$ cat config.mk
export PLATFORM = sky130hd
export DESIGN_NAME = traffic_light_fsm
export DESIGN_NICKNAME = d
export VERILOG_FILES = /design/src/rtl/traffic_light_fsm.sv
export SDC_FILE = /design/constraint.sdc
export NUM_CORES = 1
export LEC_CHECK = 0
export ABC_CLOCK_PERIOD_IN_PS = 1500
export BUFFER_PORTS_ARGS = -buffer_cell sky130_fd_sc_hd__buf_2
export CORE_AREA = 2 2 39 41
export DETAILED_ROUTE_END_ITERATION = 10
export DIE_AREA = 0 0 41 43
export GPL_TIMING_DRIVEN = 0
export SYNTH_ARGS = -nofsm -noshare
export SYNTH_HDL_FRONTEND = slang
export SYNTH_SLANG_ARGS = --single-unit
$ cat constraint.sdc
create_clock -name clk -period 1.5 [get_ports clk]
set_clock_uncertainty 0.2 [all_clocks]
set_input_delay 0.225 -clock clk [delete_from_list [all_inputs] [get_ports clk]]
set_output_delay 0.225 -clock clk [all_outputs]
set_load 0.1 [all_outputs]
$ cat src/rtl/traffic_light_fsm.sv
// traffic_light_fsm
//   Main/side street intersection controller with a pedestrian walk phase.
//   The controller sequences seven states and tells an external countdown
//   Timer how long to dwell in each one. On every state entry it loads
//   Value and pulses start_timer for exactly one cycle. The Timer answers
//   with expired. Lamps are decoded from the state register only (Moore).
//
// Parameters
//   T_BASE  base green duration, seconds (0 is treated as 1)
//   T_EXT   extension / walk duration, seconds (0 is treated as 1)
//   T_YEL   yellow duration, seconds (0 is treated as 1)
//
// Ports
//   clk           in   system clock, rising edge
//   Reset_Sync    in   asynchronous active-high reset
//   expired       in   Timer countdown-complete flag
//   Sensor        in   side-street vehicle present (level)
//   Walk_Request  in   pedestrian button
//   Value         out  [3:0] duration loaded into the Timer
//   start_timer   out  Timer load strobe, one cycle per state entry
//   main_light    out  [2:0] main-street lamps {R,Y,G}, one-hot
//   side_light    out  [2:0] side-street lamps {R,Y,G}, one-hot
//   walk_light    out  pedestrian walk lamp
module traffic_light_fsm #(
  parameter logic [3:0] T_BASE = 4'd6,
  parameter logic [3:0] T_EXT  = 4'd3,
  parameter logic [3:0] T_YEL  = 4'd2
) (
  input  logic       clk,
  input  logic       Reset_Sync,
  input  logic       expired,
  input  logic       Sensor,
  input  logic       Walk_Request,
  output logic [3:0] Value,
  output logic       start_timer,
  output logic [2:0] main_light,
  output logic [2:0] side_light,
  output logic       walk_light
);

  typedef enum logic [2:0] {
    MG1    = 3'd0,
    MG2    = 3'd1,
    MY     = 3'd2,
    WALK   = 3'd3,
    SG     = 3'd4,
    SG_EXT = 3'd5,
    SY     = 3'd6
  } state_t;

  localparam logic [2:0] LAMP_R = 3'b100;
  localparam logic [2:0] LAMP_Y = 3'b010;
  localparam logic [2:0] LAMP_G = 3'b001;

  // A zero load would leave the Timer expiring immediately or never,
  // so every duration is forced to at least one second.
  function automatic logic [3:0] clamp_dur(input logic [3:0] d);
    return (d == 4'd0) ? 4'd1 : d;
  endfunction

  // Dwell time of the state being entered. MG2 is the only entry whose
  // duration depends on Sensor, sampled on that same edge.
  function automatic logic [3:0] entry_dur(input state_t s, input logic sens);
    logic [3:0] d;
    case (s)
      MG1:     d = T_BASE;
      MG2:     d = sens ? T_EXT : T_BASE;
      MY:      d = T_YEL;
      WALK:    d = T_EXT;
      SG:      d = T_BASE;
      SG_EXT:  d = T_EXT;
      SY:      d = T_YEL;
      default: d = T_BASE;
    endcase
    return clamp_dur(d);
  endfunction

  state_t state;
  state_t state_nxt;
  logic   walk_pending;
  logic   expiry_qual;

  // An expired seen in the load cycle belongs to the previous countdown
  // and must not advance the new state.
  assign expiry_qual = expired && !start_timer;

  // State, Timer load and walk latch
  always_ff @(posedge clk or posedge Reset_Sync) begin
    if (Reset_Sync) begin
      state        <= MG1;
      Value        <= clamp_dur(T_BASE);
      start_timer  <= 1'b1;
      walk_pending <= 1'b0;
    end else begin
      start_timer <= 1'b0;
      if (expiry_qual) begin
        state       <= state_nxt;
        Value       <= entry_dur(state_nxt, Sensor);
        start_timer <= 1'b1;
      end
      // Entering WALK serves the request; presses on that edge or while
      // walking are dropped so they do not trigger a second walk phase.
      if (expiry_qual && state_nxt == WALK) begin
        walk_pending <= 1'b0;
      end else if (Walk_Request && state != WALK) begin
        walk_pending <= 1'b1;
      end
    end
  end

  // Next state and lamp decode
  always_comb begin
    state_nxt  = state;
    main_light = LAMP_R;
    side_light = LAMP_R;
    walk_light = 1'b0;
    case (state)
      MG1: begin
        state_nxt  = MG2;
        main_light = LAMP_G;
      end
      MG2: begin
        state_nxt  = MY;
        main_light = LAMP_G;
      end
      MY: begin
        state_nxt  = walk_pending ? WALK : SG;
        main_light = LAMP_Y;
      end
      WALK: begin
        state_nxt  = SG;
        walk_light = 1'b1;
      end
      SG: begin
        state_nxt  = Sensor ? SG_EXT : SY;
        side_light = LAMP_G;
      end
      SG_EXT: begin
        state_nxt  = SY;
        side_light = LAMP_G;
      end
      SY: begin
        state_nxt  = MG1;
        side_light = LAMP_Y;
      end
      default: begin
        state_nxt = MG1;
      end
    endcase
  end

endmodule

==> Implementation_results.wiki <==
{| class="wikitable"
! Metric !! Value
|-
| Number of pins with negative max-slew slack in the final report || 0
|-
| Most common cell after layout, fill and taps aside || sky130_fd_sc_hd__buf_4
|-
| Mapped Avg Cell Area || 9.44 um2
|-
| Number of placed I/O pins || 17
|-
| Number of setup violations in the final report || 9
|-
| Final #Nets || ~80
|-
| # port buffers || 14
|-
| Die Area || ~1800 um2
|-
| Die Span Y || 43 um
|-
| Horizontal die dimension || 41 um
|-
| Cells after Synth || 48
|-
| Fmax || around 600 MHz
|-
| Series of cell instances along the critical path || buf_6 > and3_4 > nor2_4 > buf_12
|-
| Warnings from Yosys || 0
|-
| Clock-pin slew on the worst setup and hold paths || 0.05 ns
|-
| Number of diodes added for antenna fixing || 0
|-
| Max cap viols || 0
|-
| Final worst-path cycle share || 112%
|-
| Total clock buffers created by CTS || 3
|-
| TritonCTS clock tree || yes
|-
| Layout overhead on the synthesized area || 84.0%
|-
| Flops & latches, synth || 7
|-
| Layout cells sized above 1 || 68.4%
|-
| Kind of critical path || reg -> out
|-
| Average via count per standard cell || between 4 and 5
|-
| Crit path launch type || register
|-
| Element type at the critical path end || output port
|-
| Class of the tightest hold or removal check || in -> reg
|-
| Number of buffers and inverters on the critical path || 2
|-
| Via count of the first global-routing pass || 427
|-
| Post-Syn Area || 453 um2
|-
| Buffer type at the clock tree root || sky130_fd_sc_hd__clkbuf_4
|-
| Overflow left after global routing || 0
|-
| Row count || 14
|-
| Worst-Skew Late Latency || 0.26 ns
|-
| Filler instances || around 120
|-
| Number of distinct library cells after synthesis || 25
|-
| Endpoint required time on the critical path || 1.07 ns
|-
| Initial Utilization || 32.7%
|-
| Cell family with the largest share of critical-path delay || flip-flops
|-
| Router iterations before antenna repair || 4
|-
| Post-route worst setup slack || -0.187 ns
|-
| Number of DRC markers after the initial detailed-route iteration || 10
|-
| Fin Setup TNS || -1.05 ns
|-
| Violated checks || setup timing
|-
| Core Box Area || 1380 um2
|-
| Setup repair after global routing missed its margin || yes
|-
| Sink Count || 7
|-
| Combined global-route utilization of all metal layers || 15.3%
|-
| Weighted congestion at the end of routability-driven global placement || 0.745
|-
| Min cycle time layout || ~1.7 ns
|-
| Flip-flop and latch area || 183 um2
|-
| Status || finished, violations left
|-
| Arrival time reported for the critical path endpoint || 1.26 ns
|-
| Total nets after synthesis || 53
|-
| Max Buffers Root-to-Sink || 2
|-
| Commonest non-fill, non-tap cells in the layout || sky130_fd_sc_hd__buf_4 (11), sky130_fd_sc_hd__buf_12 (7), sky130_fd_sc_hd__buf_6 (5), sky130_fd_sc_hd__buf_2 (5)
|-
| Multi-input gate area || 277 um2
|-
| Via count || 434
|-
| Detailed-placement wirelength estimate || 717 um
|-
| Post-layout util || 60.2%
|-
| Final WL || 1.14 mm
|-
| Antenna viol nets, final || 0
|-
| Fin. Hold Viols || 0
|-
| DRC Markers || 0
|-
| Initial antenna violation count || 0
|-
| Largest net degree at the start of global routing || 11
|-
| CTS H-Tree Depth || 1
|-
| Sequential-to-total area share from yosys stat || between 30% and 40%
|-
| Drt wl/cell || 12.4 um
|-
| Worst Path Max Fanout || 6
|-
| Max stage delay cell, worst path || sky130_fd_sc_hd__dfrtp_1
|-
| Global-route wire length before repair || 1.76 mm
|-
| Crit-path max cell delay || 0.39 ns
|}
## tightest hold or removal path: stages
cell	delay, ns
sky130_fd_sc_hd__buf_2	0.14
sky130_fd_sc_hd__a21oi_2	0.07
sky130_fd_sc_hd__a21oi_2	0.10
## per-layer routing
metal	global-route usage [%]	wire length, um
met1	15.6	497
met2	25.0	586
met3	3.66	35
met4	11.3	19
met5	0	0
## kinds of logic after synthesis
family	share of synthesized area (%)
and+or+nand+nor	26.8
AOI/OAI and AO/OA	16.6
buffers and inverters	13.3
DFF	39.2
other	1.66
muxes	2.49
## area by class of cell
| cell class | instances | share of cell area (%) |
|---|---|---|
| Buffer | 5 | 5.86 |
| Clock buffer | 4 | 3.15 |
| Inverter | 3 | 1.65 |
| Multi-Input combinational cell | 33 | 33.2 |
| Sequential cell | 7 | 21.9 |
| Tap cell | 16 | 2.40 |
| Timing Repair Buffer | 24 | 31.8 |
## state kept, by name, indices dropped and copies added (netlist names)
| name | cells |
|---|---|
| Value | 2 |
| start_timer | 1 |
| state | 3 |
| walk_pending | 1 |
## metrics by stage
step	hold slack, ns	cell area, um2	instances	setup slack [ns]
CTS	0.0669	808	91	-0.186
floorplan	-0.173	504	48	-0.255
global placement	-0.0334	594	78	-0.142
detailed placement	-0.0294	594	78	-0.152
global route	0.119	833	92	-0.217
finish	0.113	833	92	-0.187
## timing repair
action	in CTS	in global routing
setup endpoints to repair	9	12
endpoints found under the hold margin	7	0
resized for setup	35	4
hold buffers	1	0
buffers inserted	8	1
pin swaps	5	0
## final timing paths
check	startpoint	end	slack [ns]	cells after the start
hold / removal	Sensor	Value[0]$_DFFE_PP0P_	0.11	3
setup reg to reg	state[2]$_DFFE_PP0P_	Value[0]$_DFFE_PP0P_	-0.02	6
max in group asynchronous	Reset_Sync	Value[2]$_DFFE_PP1P_	0.59	3
hold reg to reg	Value[0]$_DFFE_PP0P_	Value[0]$_DFFE_PP0P_	0.31	2
min in group asynchronous	Reset_Sync	walk_pending$_DFFE_PP0P_	0.23	3
setup / recovery	state[1]$_DFFE_PP0P_	main_light[2]	-0.19	4
## Yosys cell counts (all sizes together)
master | n | share of area (%)
nor2 | 8 | 6.6
a21oi | 5 | 7.2
buf | 5 | 11
dfrtp | 5 | 28
inv | 3 | 2.5
nor2b | 3 | 5.3
a2bb2oi | 2 | 5.2
and3 | 2 | 3.0
conb | 2 | 1.7
dfstp | 2 | 12
nand2 | 2 | 1.7
a31oi | 1 | 1.4
and3b | 1 | 2.2
and4bb | 1 | 2.8
mux2 | 1 | 2.5
nand2b | 1 | 1.4
nand4bb | 1 | 2.5
nor4 | 1 | 1.4
o21ai | 1 | 1.1
o21bai | 1 | 1.7
Power is not shown: default switching activity piles up to over one toggle a cycle in this logic, so the estimate is an artifact.
